==> src/rtl/regfile_sb_if.sv <==
// Register-file bus bundle: read ports, write-back, issue/scoreboard and clear control.
// master drives addresses/write-back/issue/clear; slave returns read data, pend flags and clear status.
interface regfile_sb_if #(
    parameter int unsigned XLEN   = 32,
    parameter int unsigned NREG   = 32,
    parameter int unsigned NRPORT = 2
);
    localparam int unsigned AW = $clog2(NREG);

    logic [NRPORT*AW-1:0]   i_rs_addr;
    logic [NRPORT*XLEN-1:0] o_rs_data;
    logic [NRPORT-1:0]      o_rs_pend;
    logic [AW-1:0]          i_rd_addr;
    logic [XLEN-1:0]        i_rd_data;
    logic                   i_rd_wren;
    logic [AW-1:0]          i_iss_addr;
    logic                   i_iss_valid;
    logic                   i_clr;
    logic                   o_clr_busy;

    modport master (
        output i_rs_addr, i_rd_addr, i_rd_data, i_rd_wren, i_iss_addr, i_iss_valid, i_clr,
        input  o_rs_data, o_rs_pend, o_clr_busy
    );

    modport slave (
        input  i_rs_addr, i_rd_addr, i_rd_data, i_rd_wren, i_iss_addr, i_iss_valid, i_clr,
        output o_rs_data, o_rs_pend, o_clr_busy
    );
endinterface

==> src/rtl/regfile_sb.sv <==
// Multi-ported register file with a per-register pending scoreboard, optional
// write-to-read forwarding and a sequential clear sweep.
// Ports:
//   i_clk      - clock, all state updates on the rising edge
//   i_rst      - synchronous active-high reset
//   bus        - regfile_sb_if slave: combinational reads (o_rs_data/o_rs_pend),
//                write-back (i_rd_*), issue marking (i_iss_*), clear (i_clr/o_clr_busy)
module regfile_sb #(
    parameter int unsigned XLEN   = 32,
    parameter int unsigned NREG   = 32,
    parameter int unsigned NRPORT = 2,
    parameter int unsigned BYPASS = 1
) (
    input  logic        i_clk,
    input  logic        i_rst,
    regfile_sb_if.slave bus
);
    localparam int unsigned AW = $clog2(NREG);

    typedef enum logic {IDLE = 1'b0, CLR = 1'b1} state_t;

    state_t              state;
    state_t              state_next;
    logic [AW-1:0]       cnt;
    logic [AW-1:0]       cnt_next;
    logic                clr_busy;
    logic [XLEN-1:0]     regs [NREG];
    logic [NREG-1:0]     pend;
    logic                wr_en;
    logic                iss_en;
    logic [NRPORT*XLEN-1:0] rs_data_c;
    logic [NRPORT-1:0]      rs_pend_c;

    // Writes and issues only take effect while idle; address 0 is hardwired
    assign wr_en  = bus.i_rd_wren   && (bus.i_rd_addr  != '0) && (state == IDLE);
    assign iss_en = bus.i_iss_valid && (bus.i_iss_addr != '0) && (state == IDLE);

    // FSM state register and sweep counter
    always_ff @(posedge i_clk) begin
        if (i_rst) begin
            state    <= IDLE;
            cnt      <= '0;
            clr_busy <= 1'b0;
        end else begin
            state    <= state_next;
            cnt      <= cnt_next;
            clr_busy <= (state_next == CLR);
        end
    end

    // Next-state: sweep starts at 1 (reg 0 is constant) and ends after NREG-1
    always_comb begin
        state_next = state;
        cnt_next   = cnt;
        case (state)
            IDLE: begin
                if (bus.i_clr) begin
                    state_next = CLR;
                    cnt_next   = AW'(1);
                end
            end
            CLR: begin
                cnt_next = cnt + AW'(1);
                if (cnt == AW'(NREG - 1)) begin
                    state_next = IDLE;
                end
            end
        endcase
    end

    // Storage and scoreboard; issue after write so a same-address issue wins
    always_ff @(posedge i_clk) begin
        if (i_rst) begin
            pend <= '0;
            for (int i = 0; i < NREG; i++) begin
                regs[i] <= '0;
            end
        end else if (state == CLR) begin
            regs[cnt] <= '0;
            pend[cnt] <= 1'b0;
        end else begin
            if (wr_en) begin
                regs[bus.i_rd_addr] <= bus.i_rd_data;
                pend[bus.i_rd_addr] <= 1'b0;
            end
            if (iss_en) begin
                pend[bus.i_iss_addr] <= 1'b1;
            end
        end
    end

    // Combinational read ports with optional forwarding of the write-back value
    always_comb begin
        rs_data_c = '0;
        rs_pend_c = '0;
        for (int p = 0; p < NRPORT; p++) begin
            if (bus.i_rs_addr[p*AW +: AW] != '0) begin
                if ((BYPASS != 0) && wr_en && (bus.i_rs_addr[p*AW +: AW] == bus.i_rd_addr)) begin
                    rs_data_c[p*XLEN +: XLEN] = bus.i_rd_data;
                    rs_pend_c[p]              = 1'b0;
                end else begin
                    rs_data_c[p*XLEN +: XLEN] = regs[bus.i_rs_addr[p*AW +: AW]];
                    rs_pend_c[p]              = pend[bus.i_rs_addr[p*AW +: AW]];
                end
            end
        end
    end

    assign bus.o_rs_data  = rs_data_c;
    assign bus.o_rs_pend  = rs_pend_c;
    assign bus.o_clr_busy = clr_busy;
endmodule
==> src/flat_wrapper.sv <==
// flat-port wrapper written by rule: the top's interface ports become plain ports
module regfile_sb_flat 
#(
    parameter int unsigned XLEN   = 32,
    parameter int unsigned NREG   = 32,
    parameter int unsigned NRPORT = 2,
    parameter int unsigned BYPASS = 1
)
  (i_clk, i_rst, bus_i_rs_addr, bus_i_rd_addr, bus_i_rd_data, bus_i_rd_wren, bus_i_iss_addr, bus_i_iss_valid, bus_i_clr, bus_o_rs_data, bus_o_rs_pend, bus_o_clr_busy);
  regfile_sb_if #(.XLEN(XLEN), .NREG(NREG), .NRPORT(NRPORT)) bus_i ();
  input  logic i_clk;
  input  logic i_rst;
  input wire logic [$bits(bus_i.i_rs_addr)-1:0] bus_i_rs_addr;
  input wire logic [$bits(bus_i.i_rd_addr)-1:0] bus_i_rd_addr;
  input wire logic [$bits(bus_i.i_rd_data)-1:0] bus_i_rd_data;
  input wire logic [$bits(bus_i.i_rd_wren)-1:0] bus_i_rd_wren;
  input wire logic [$bits(bus_i.i_iss_addr)-1:0] bus_i_iss_addr;
  input wire logic [$bits(bus_i.i_iss_valid)-1:0] bus_i_iss_valid;
  input wire logic [$bits(bus_i.i_clr)-1:0] bus_i_clr;
  output wire logic [$bits(bus_i.o_rs_data)-1:0] bus_o_rs_data;
  output wire logic [$bits(bus_i.o_rs_pend)-1:0] bus_o_rs_pend;
  output wire logic [$bits(bus_i.o_clr_busy)-1:0] bus_o_clr_busy;
  assign bus_i.i_rs_addr = bus_i_rs_addr;
  assign bus_i.i_rd_addr = bus_i_rd_addr;
  assign bus_i.i_rd_data = bus_i_rd_data;
  assign bus_i.i_rd_wren = bus_i_rd_wren;
  assign bus_i.i_iss_addr = bus_i_iss_addr;
  assign bus_i.i_iss_valid = bus_i_iss_valid;
  assign bus_i.i_clr = bus_i_clr;
  assign bus_o_rs_data = bus_i.o_rs_data;
  assign bus_o_rs_pend = bus_i.o_rs_pend;
  assign bus_o_clr_busy = bus_i.o_clr_busy;
  regfile_sb #(.XLEN(XLEN), .NREG(NREG), .NRPORT(NRPORT), .BYPASS(BYPASS)) u_core (.i_clk(i_clk), .i_rst(i_rst), .bus(bus_i));
endmodule
==> config.mk <==
export PLATFORM = sky130hd
export DESIGN_NAME = regfile_sb_flat
export DESIGN_NICKNAME = d
export VERILOG_FILES = /design/src/rtl/regfile_sb_if.sv /design/src/rtl/regfile_sb.sv /design/src/flat_wrapper.sv
export SDC_FILE = /design/constraint.sdc
export NUM_CORES = 2
export LEC_CHECK = 0
export CAP_MARGIN = 40
export CORE_ASPECT_RATIO = 2
export CORE_MARGIN = 8
export CORE_UTILIZATION = 63
export CTS_CLUSTER_DIAMETER = 50
export DETAILED_ROUTE_END_ITERATION = 8
export PLACE_DENSITY = 0.8
export SETUP_SLACK_MARGIN = 0.2
export SYNTH_ARGS = -nofsm -noshare
export SYNTH_HDL_FRONTEND = slang
export SYNTH_SLANG_ARGS = --single-unit
==> constraint.sdc <==
create_clock -name i_clk -period 11.45 [get_ports i_clk]
set_clock_uncertainty 0.15 [all_clocks]
set_input_delay 2.29 -clock i_clk [delete_from_list [all_inputs] [get_ports i_clk]]
set_output_delay 2.29 -clock i_clk [all_outputs]
set_load 0.01 [all_outputs]
==> results.json <==
{
  "status": "complete, no violations",
  "vdd_drop_max_uv": 161,
  "relSlewSlack_pct": 31.2,
  "clk_latency_ps": 700,
  "cts_setup_buffers": 0,
  "rows": 154,
  "cts_resized": 0,
  "crit_chain": "buf_2 > buf_4 > buf_4 > or3_1 > o22ai_1 > a2111oi_0 > nor3_1 > nor3_1 > clkdlybuf4s50_1",
  "cap_violations": 0,
  "drv_slew": 0,
  "initial_core_util_pct": 63.2,
  "chipWidth_um": 226,
  "min_path_type": "flip-flop to flip-flop",
  "dr.pass1.iters": 9,
  "grt_pass1_vias": 42768,
  "cts_tree": "yes",
  "fin_crit_sh_pct": 79.9,
  "rsz0062_at_grt": "false",
  "ys_async_sr_fraction_pct": 0,
  "vias_per_cell": 7.76,
  "setup_tns_ps": 0,
  "crit_path_end_kind": "primary output",
  "clockRootBuffer": "clkbuf_16",
  "grt_use_total_pct": 41.3,
  "min_period_ps": 9150,
  "grt_pass1_wl_um": 289000,
  "clock_path_buffers": 3,
  "syn_avg_cell_area_um2": 13.0,
  "nNetsFinal": 4307,
  "fin_ws_ps": 2300,
  "leakage_nw": 20.4,
  "dpl.hpwl_um": 120000,
  "synth_ff_type": "edfxtp_1",
  "synth-edff-count": 1024,
  "start_kind": "input port",
  "final_common_cell": "nor2_1",
  "grt_overflow": 0,
  "critPathTopFamily": "buffers and inverters",
  "synthCells": 4269,
  "final_cell_mix": "nor2_1 (1,223), edfxtp_1 (1,024), mux4_2 (401), nor3_1 (254), mux2_2 (162)",
  "fill_cells": 5789,
  "yosysWarnings": 0,
  "timing_worst_setup_path_type": "input port to primary output",
  "synth_area_um2": 55400,
  "wl_per_cell_um": 37.3,
  "max_stage_delay_ps": 890,
  "numPortBuffers": 123,
  "htree_num_levels": 3,
  "ys_ff_latch": 1062,
  "hold_violations": 0,
  "drt_iter0_drc": 8265,
  "worstPathArrival_ps": 6710,
  "coreArea_um2": 87700,
  "ant_nets": 0,
  "gp_congestion": 0.994,
  "max_freq_mhz": 109,
  "critical_path_buf_inv_count": 4,
  "worst-path-max-fanout": 34,
  "dieArea_um2": 98300,
  "power_density_nw_per_um2": 146,
  "final-setup-viol-count": 0,
  "synth-seq-area-share_pct": 56.8,
  "cts.sinks": 1062,
  "cp.required_ps": 9010,
  "clk_pin_slew_worst_paths_ps": 70,
  "grt_start_max_net_pins": 110,
  "wl_um": 205000,
  "area_growth_pct": 10.6,
  "cpMaxStageDelayCell": "a2111oi_0",
  "cts_buffers": 92,
  "ioPinCount": 124,
  "drc": 0,
  "die_y_um": 436,
  "antenna_found_initial": 1,
  "post-place-ws_ps": 2680,
  "cts_hold_buf": 0,
  "vias": 42662,
  "tightestPinTransition_ps": 1020,
  "drive_gt1_share_pct": 22.6,
  "ys_types": 61
}
==> cells by family after synthesis <==
| logic type | after synthesis | share of synthesized area (%) |
|---|---|---|
| and+or+nand+nor | 1681 | 12.5 |
| DFF | 1062 | 56.8 |
| muxes | 679 | 21.7 |
| buffers and inverters | 459 | 3.60 |
| AOI/OAI and AO/OA | 372 | 5.15 |
| xor gates and xnor gates | 10 | 0.158 |
| adders and majority gates | 5 | 0.113 |
| other | 1 | 0.00676 |
==> synth_stat cells (3+ instances only) <==
| cell | number | area (um^2) |
|---|---|---|
| clkbuf_1 | 311 | 1170 |
| or3_1 | 3 | 18.8 |
| or3b_2 | 4 | 35.0 |
| a211oi_1 | 6 | 45.0 |
| a221o_1 | 46 | 460 |
| mux4_2 | 401 | 9030 |
| o22a_4 | 3 | 52.6 |
| nand3_1 | 14 | 70.1 |
| nor2b_1 | 7 | 43.8 |
| or2_2 | 7 | 43.8 |
| nand2_1 | 105 | 394 |
| mux2i_1 | 116 | 1160 |
| o22a_2 | 4 | 40.0 |
| inv_1 | 8 | 30.0 |
| xnor2_1 | 10 | 87.6 |
| nor3b_1 | 5 | 37.5 |
| mux2_2 | 162 | 1820 |
| nor3_1 | 256 | 1280 |
| edfxtp_1 | 1024 | 30700 |
| nand3b_1 | 7 | 52.6 |
| a22oi_1 | 37 | 278 |
| buf_2 | 84 | 420 |
| a21oi_1 | 20 | 100 |
| a2111oi_0 | 13 | 114 |
| o221ai_1 | 67 | 587 |
| o22a_1 | 12 | 105 |
| buf_1 | 32 | 120 |
| buf_6 | 22 | 248 |
| o22ai_1 | 131 | 820 |
| and3_1 | 6 | 37.5 |
| a32oi_1 | 7 | 61.3 |
| nor2_1 | 1223 | 4590 |
| dfxtp_1 | 38 | 761 |
| nor4_1 | 10 | 62.6 |
| nand2b_1 | 17 | 106 |
| o21ai_0 | 8 | 40.0 |
| nand4_1 | 4 | 25.0 |
| ha_1 | 5 | 62.6 |
| or4_1 | 3 | 22.5 |
| and2_1 | 4 | 25.0 |
==> area by class of cell <==
type | instances | area, um^2 | share of cell area (%)
flip-flops and latches | 1062 | 31500 | 51.4
diodes | 3 | 7.51 | 0.0122
clock inverters | 66 | 738 | 1.20
multi-input cells | 2779 | 22300 | 36.3
repair buffers | 301 | 2870 | 4.68
clock buffers | 107 | 2440 | 3.99
inverters | 9 | 33.8 | 0.0551
well taps | 1170 | 1460 | 2.39
==> metal layers <==
| metal | share of wire (%) | track usage [%] |
|---|---|---|
| met5 | 0.046 | 0.907 |
| met4 | 12 | 37.0 |
| met3 | 16 | 14.6 |
| met2 | 44 | 61.3 |
| met1 | 28 | 46.4 |
==> state kept, by name (all words and copies together) (netlist names) <==
register      flops
u_core.pend      32
u_core.cnt        5
u_core.regs    1024
u_core.state      1
==> final timing paths <==
kind / from / to / slack (ps) / depth (start not counted)
setup / recovery: bus_i_rs_addr[7] / bus_o_rs_data[57] / 2300 / 9
hold / removal: u_core.pend[0] / u_core.pend[0] / 350 / 1
setup reg to reg: u_core.state / u_core.regs[23][21] / 7140 / 9
hold reg to reg: u_core.pend[0] / u_core.pend[0] / 350 / 1
==> where the power goes <==
group          internal (W)  switching, W  leakage [nW]  total [W]
Combinational      0.000436      0.000714          7.99    0.00115
Clock               0.00186       0.00151          1.54    0.00337
Sequential          0.00439     0.0000769          10.9    0.00446
==> through the flow <==
step	area, um^2	cells	hold WS [ps]	util (%)	power, W
final	61300	5497	351	69.9	0.00898
after global placement	57500	5270	335	65.6	0.00557
after CTS	61200	5484	345	69.9	0.00889
after detailed placement	58100	5311	336	66.2	0.00562
after floorplan	55600	4300	302	-	0.00515
after global routing	61300	5494	364	69.9	0.00910
Note: power is estimated with default switching activity, not from simulation.
